[src/rtl/int_ctrl.sv]
// Interrupt controller: synchronises external requests, injects an INT marker,
// follows the memory-stage PC/flags push, fetches the ISR vector and redirects the PC.
module int_ctrl #(
   parameter logic [31:0] VEC_ADDR    = 32'd2,
   parameter int          MEM_TIMEOUT = 8
) (
   input  logic        clk,
   input  logic        reset,
   input  logic        INT_req_in,
   input  logic        issue_ok_in,
   output logic        INT_out,
   input  logic        mem_int_in,
   input  logic        mem_stall_in,
   input  logic        rti_retire_in,
   output logic        vec_rd_out,
   output logic [31:0] vec_addr_out,
   input  logic [15:0] vec_data_in,
   output logic        PC_load_out,
   output logic [31:0] PC_val_out,
   output logic        busy_out,
   output logic        lost_out,
   output logic        err_out
);

   localparam logic [7:0] TIMEOUT_INIT = 8'(MEM_TIMEOUT);

   typedef enum logic [2:0] {IDLE, WAIT_MEM, PUSH, VEC_HI, VEC_LO, LOAD} state_t;

   state_t      state, state_nxt;
   logic        req_s1, req_s2, req_d;
   logic        req_edge;
   logic        pending, in_service;
   logic [7:0]  cnt, cnt_nxt;
   logic [15:0] hi, lo;
   logic        issue, err_set, svc_set;

   assign req_edge = req_s2 & ~req_d;
   assign busy_out = (state != IDLE) | in_service;

   always_comb begin
      state_nxt    = state;
      cnt_nxt      = cnt;
      INT_out      = 1'b0;
      vec_rd_out   = 1'b0;
      vec_addr_out = 32'd0;
      PC_load_out  = 1'b0;
      PC_val_out   = 32'd0;
      issue        = 1'b0;
      err_set      = 1'b0;
      svc_set      = 1'b0;
      case (state)
         IDLE: begin
            if (pending && !in_service && issue_ok_in) begin
               INT_out   = 1'b1;
               issue     = 1'b1;
               cnt_nxt   = TIMEOUT_INIT;
               state_nxt = WAIT_MEM;
            end
         end
         WAIT_MEM: begin
            if (mem_int_in) begin
               state_nxt = PUSH;
            end else begin
               cnt_nxt = cnt - 8'd1;
               // Counter reaching zero on this decrement ends the wait.
               if (cnt <= 8'd1) begin
                  err_set   = 1'b1;
                  state_nxt = IDLE;
               end
            end
         end
         PUSH: begin
            if (!mem_int_in) begin
               err_set   = 1'b1;
               state_nxt = IDLE;
            end else if (mem_stall_in) begin
               state_nxt = VEC_HI;
            end
         end
         VEC_HI: begin
            vec_rd_out   = 1'b1;
            vec_addr_out = VEC_ADDR;
            state_nxt    = VEC_LO;
         end
         VEC_LO: begin
            vec_rd_out   = 1'b1;
            vec_addr_out = VEC_ADDR + 32'd1;
            state_nxt    = LOAD;
         end
         LOAD: begin
            PC_load_out = 1'b1;
            PC_val_out  = {hi, lo};
            svc_set     = 1'b1;
            state_nxt   = IDLE;
         end
         default: state_nxt = IDLE;
      endcase
   end

   always_ff @(posedge clk or negedge reset) begin
      if (!reset) begin
         state      <= IDLE;
         cnt        <= 8'd0;
         hi         <= 16'd0;
         lo         <= 16'd0;
         req_s1     <= 1'b0;
         req_s2     <= 1'b0;
         req_d      <= 1'b0;
         pending    <= 1'b0;
         in_service <= 1'b0;
         lost_out   <= 1'b0;
         err_out    <= 1'b0;
      end else begin
         state  <= state_nxt;
         cnt    <= cnt_nxt;
         req_s1 <= INT_req_in;
         req_s2 <= req_s1;
         req_d  <= req_s2;
         if (state == VEC_HI) hi <= vec_data_in;
         if (state == VEC_LO) lo <= vec_data_in;
         // A new edge wins over consumption so a back-to-back request is kept.
         if (req_edge) pending <= 1'b1;
         else if (issue) pending <= 1'b0;
         if (req_edge && pending && !issue) lost_out <= 1'b1;
         if (err_set) err_out <= 1'b1;
         if (svc_set) in_service <= 1'b1;
         else if (rti_retire_in) in_service <= 1'b0;
      end
   end

endmodule

[config.mk]
export PLATFORM = sky130hd
export DESIGN_NAME = int_ctrl
export DESIGN_NICKNAME = d
export VERILOG_FILES = /design/src/rtl/int_ctrl.sv
export SDC_FILE = /design/constraint.sdc
export NUM_CORES = 1
export LEC_CHECK = 0
export CORE_ASPECT_RATIO = 2
export CORE_MARGIN = 2
export CORE_UTILIZATION = 44
export DETAILED_ROUTE_END_ITERATION = 7
export PLACE_DENSITY = 0.85
export SLEW_MARGIN = 5
export SYNTH_ARGS = -nofsm -noshare
export SYNTH_HDL_FRONTEND = slang
export SYNTH_SLANG_ARGS = --single-unit
[constraint.sdc]
create_clock -name clk -period 2 [get_ports clk]
set_input_delay 0.3 -clock clk [delete_from_list [all_inputs] [get_ports clk]]
set_output_delay 0.3 -clock clk [all_outputs]
set_load 0.01 [all_outputs]
==> results.md <==
* Clock power share at between 10% and 20%
* CTS Sinks at 50
* Initial antenna violation count at 0
* Hpwl dp at roughly 4.1 mm
* TritonCTS clock tree: built
* Slew @ Worst Pin at 0.6003 ns
* WS Path Type: reg2out
* Upper clock frequency limit at around 520 MHz
* Seq/Total Area, Yosys at approximately half
* Cell Area, Placed at approximately 3200 sq um
* Top Ports at 93
* Die span in x at 57.22 microns
* Drt pass-1 iters at 4
* Routed wire length at ~5.7 mm
* Internal at around 2700 uW
* Reg power frac at 41.0%
* Most common cell after layout, fill and taps aside: dfrtp_1
* # diodes at 0
* Failing checks: hold timing
* Main combinational cell family by area after synthesis: simple AND/OR/NAND/NOR gates
* First-pass GRT wire length at 8.983 mm
* Pwr dens at around 1300 nW/um^2
* GRT overflow at 0
* Filler instances at just under 500
* Vias in the first global route at 1864
* R2R depth at 5
* Gate power share at 44.2%
* RSZ-0062 raised after global routing: yes
* Core Region at about 5500 sq um
* Iteration-0 DRC count of the detailed router at 79
* Leak at ~0.0016 uW
* Clock Latency Late Sink at 0.30 ns
* Maximum capacitance violations at 0
* Post-Synth Adder-Cell Area at around 1%
* Crit-path max FO at 10
* PortBufs at 62
* Tcrit/Tclk final at 97.00%
* Initial Utilization at a little under half
* Slew Limit Fails at 0
* Synthesis Warnings at 0
* Nets@finish at between 300 and 400
* Synth-to-Final Area Change at 29.67%
* CP cell instances: buf_4, nor3_2, nand2_1, clkdlybuf4s50_1
* CTS clock-pin slew for the worst setup and hold paths at approximately 0.090 ns
* Switching power at 1397 uW
* Clock skew at slightly above 0.007 ns
* Post-route cell area at around 3200 sq um
* Hold-fix buffers, CTS at 0
* Most frequent cells in the layout: 50 x dfrtp_1, 32 x and2_1, 32 x mux2_2, 30 x conb_1, 30 x clkbuf_2
* CTS H-tree lvls at 2
* Placer Congestion at approximately 0.84
* Post-Layout Cell Count at approximately 360
* EDFF count, synth at 0
* Crit-path max cell delay at between 0.4 and 0.5 ns
* Rows at 38
* Post-synthesis xor/xnor area fraction at 0%
* Total CTS buffers at 5
* Mapped cell area at 2492 sq um
* Mux contribution to synthesized area at 16.06%
* Clock Path Buffers at 2
* Slowest CP cell: clkdlybuf4s50_1
* Simple-Gate Fraction of Synth Area at between 15 and 20%
* Tightest Hold Check Type: in2async
* Die footprint at 6319 sq um
* Worst vdd ir at ~0.00096 V
* Register bit total from synthesis at 50
* Setup crit start kind: flop
* Mapped Avg Cell Area at roughly 11 sq um
* Synth Flop Type: dfrtp_1
* Ys async rst share at between 90% and 100%
* Data required time of the critical path at 1.70 ns
* Switching share of power at between 30% and 40%
* Layout cells sized above 1 at roughly 37%
* Area contributors post-synth: dfrtp_1 50%, mux2_2 14%, buf_4 9.6%
* Endpoint type of the worst setup path: output pin
* Avg WL per Cell at 15.69 microns
* Area leader, netlist: dfrtp_1
* GRT Total Usage at between 10% and 20%
* DIE HEIGHT at roughly 110 microns
* Via density at 5.115
* Slew HR at about three fifths
* Pin count of the biggest net entering global routing at 27
* CTS root buffer: clkbuf_8
* Critical path arrival at about 1.6 ns
* Routed Antenna Nets at 0
* Compound-cell area share of the yosys netlist at between 4 and 5%
* Vias at 1862
* Cells after Synth at ~220
* Library cells used by synthesis at 32
* Min Hold Slack at -0.001683 ns
* Setup violators final at 0
* Status: complete, but fails checks
* Residual DRC at 0
* Tmin final at approximately 1.9 ns
* Post-synth top area share at 50.20%
* Dpl cells at roughly 350
* Fin. Hold Viols at 3
[power by group through the flow]
stage	combinational [uW]	clock, uW	sequential (uW)
2_1_floorplan	1100	0	1630
3_3_place_gp	1660	0	1690
3_5_place_dp	1730	0	1720
4_1_cts	1700	639	1700
5_1_grt	1990	678	1760
6_report	1830	613	1700
[cells in the mapped netlist (3+ instances only)]
cell      count
o21ai_0       6
nor3_1        4
inv_1         6
mux2_2       32
mux2i_1       4
buf_2         4
dfrtp_1      50
buf_4        32
nand2b_1      5
clkbuf_1      4
nor2_1        3
and2_1       32
nand2_1       5
[critical path, delay by kind of cell, from the launching register on]
kind / cells / cell delay (ns)
buf+inv: 2 / 0.65
flops: 1 / 0.39
simple gates: 2 / 0.30
[path summary, 6_finish.rpt]
kind	start	to	slack (ns)
setup / recovery	state[1]	busy_out	0.06
max in group asynchronous	reset	err_out	1.45
hold reg to reg	req_s1	req_s2	0.37
hold / removal	reset	hi[2]	-0.002
setup reg to reg	state[1]	cnt[2]	0.12
min in group clk	req_s1	req_s2	0.37
[per-layer routing]
metal  track usage, %  vias up  share of wire (%)
met5                0        -                  0
met4            7.287        0                2.2
met3            3.044        9                4.6
met2            34.48       84                 59
met1            19.15      920                 34
li1                 -      849                  -
[cell type report]
class / instances / area, sq um / share of cell area, %
Timing Repair Buffer: 89 / 695.7 / 21.53
Clock inverter: 1 / 8.758 / 0.2710
Inverter: 6 / 22.52 / 0.6969
Tap cell: 60 / 75.07 / 2.323
Sequential cell: 50 / 1251 / 38.71
Multi-Input combinational cell: 151 / 1092 / 33.80
Clock buffer: 7 / 86.33 / 2.671
[stage by stage]
stage                     hold WS [ns]  total power [uW]  setup TNS, ns  util [%]  setup WS [ns]
final                        -0.001683              4145              0     59.11        0.06005
after CTS                     0.006746              4046              0     59.34        0.01002
after global placement          0.3350              3353       -0.06760     57.83       -0.05379
after floorplan               0.004409              2733              0         -         0.1932
after global routing           0.03157              4429        -0.1384     59.11       -0.05294
after detailed placement        0.3355              3451        -0.1828     57.83       -0.06320
[flip-flops by register name, summed over array words and instances (netlist names)]
name        cells
req_s2          1
req_d           1
lo             16
lost_out        1
pending         1
err_out         1
in_service      1
state           3
cnt             8
req_s1          1
hi             16
[logic make-up after synthesis]
family / Yosys count
adders and majority gates: 2
AOI/OAI and AO/OA: 17
other: 1
buffers and inverters: 46
muxes: 36
DFF: 50
and+or+nand+nor: 66
[what timing repair did]
| action | CTS | global route |
|---|---|---|
| pin swaps | 0 | 1 |
| gates resized for setup | 47 | 80 |
| buffers inserted | 0 | 6 |
| cloned | 1 | 3 |
| endpoints found under the setup margin | 37 | 34 |
Power figures use the tool's default switching activity.
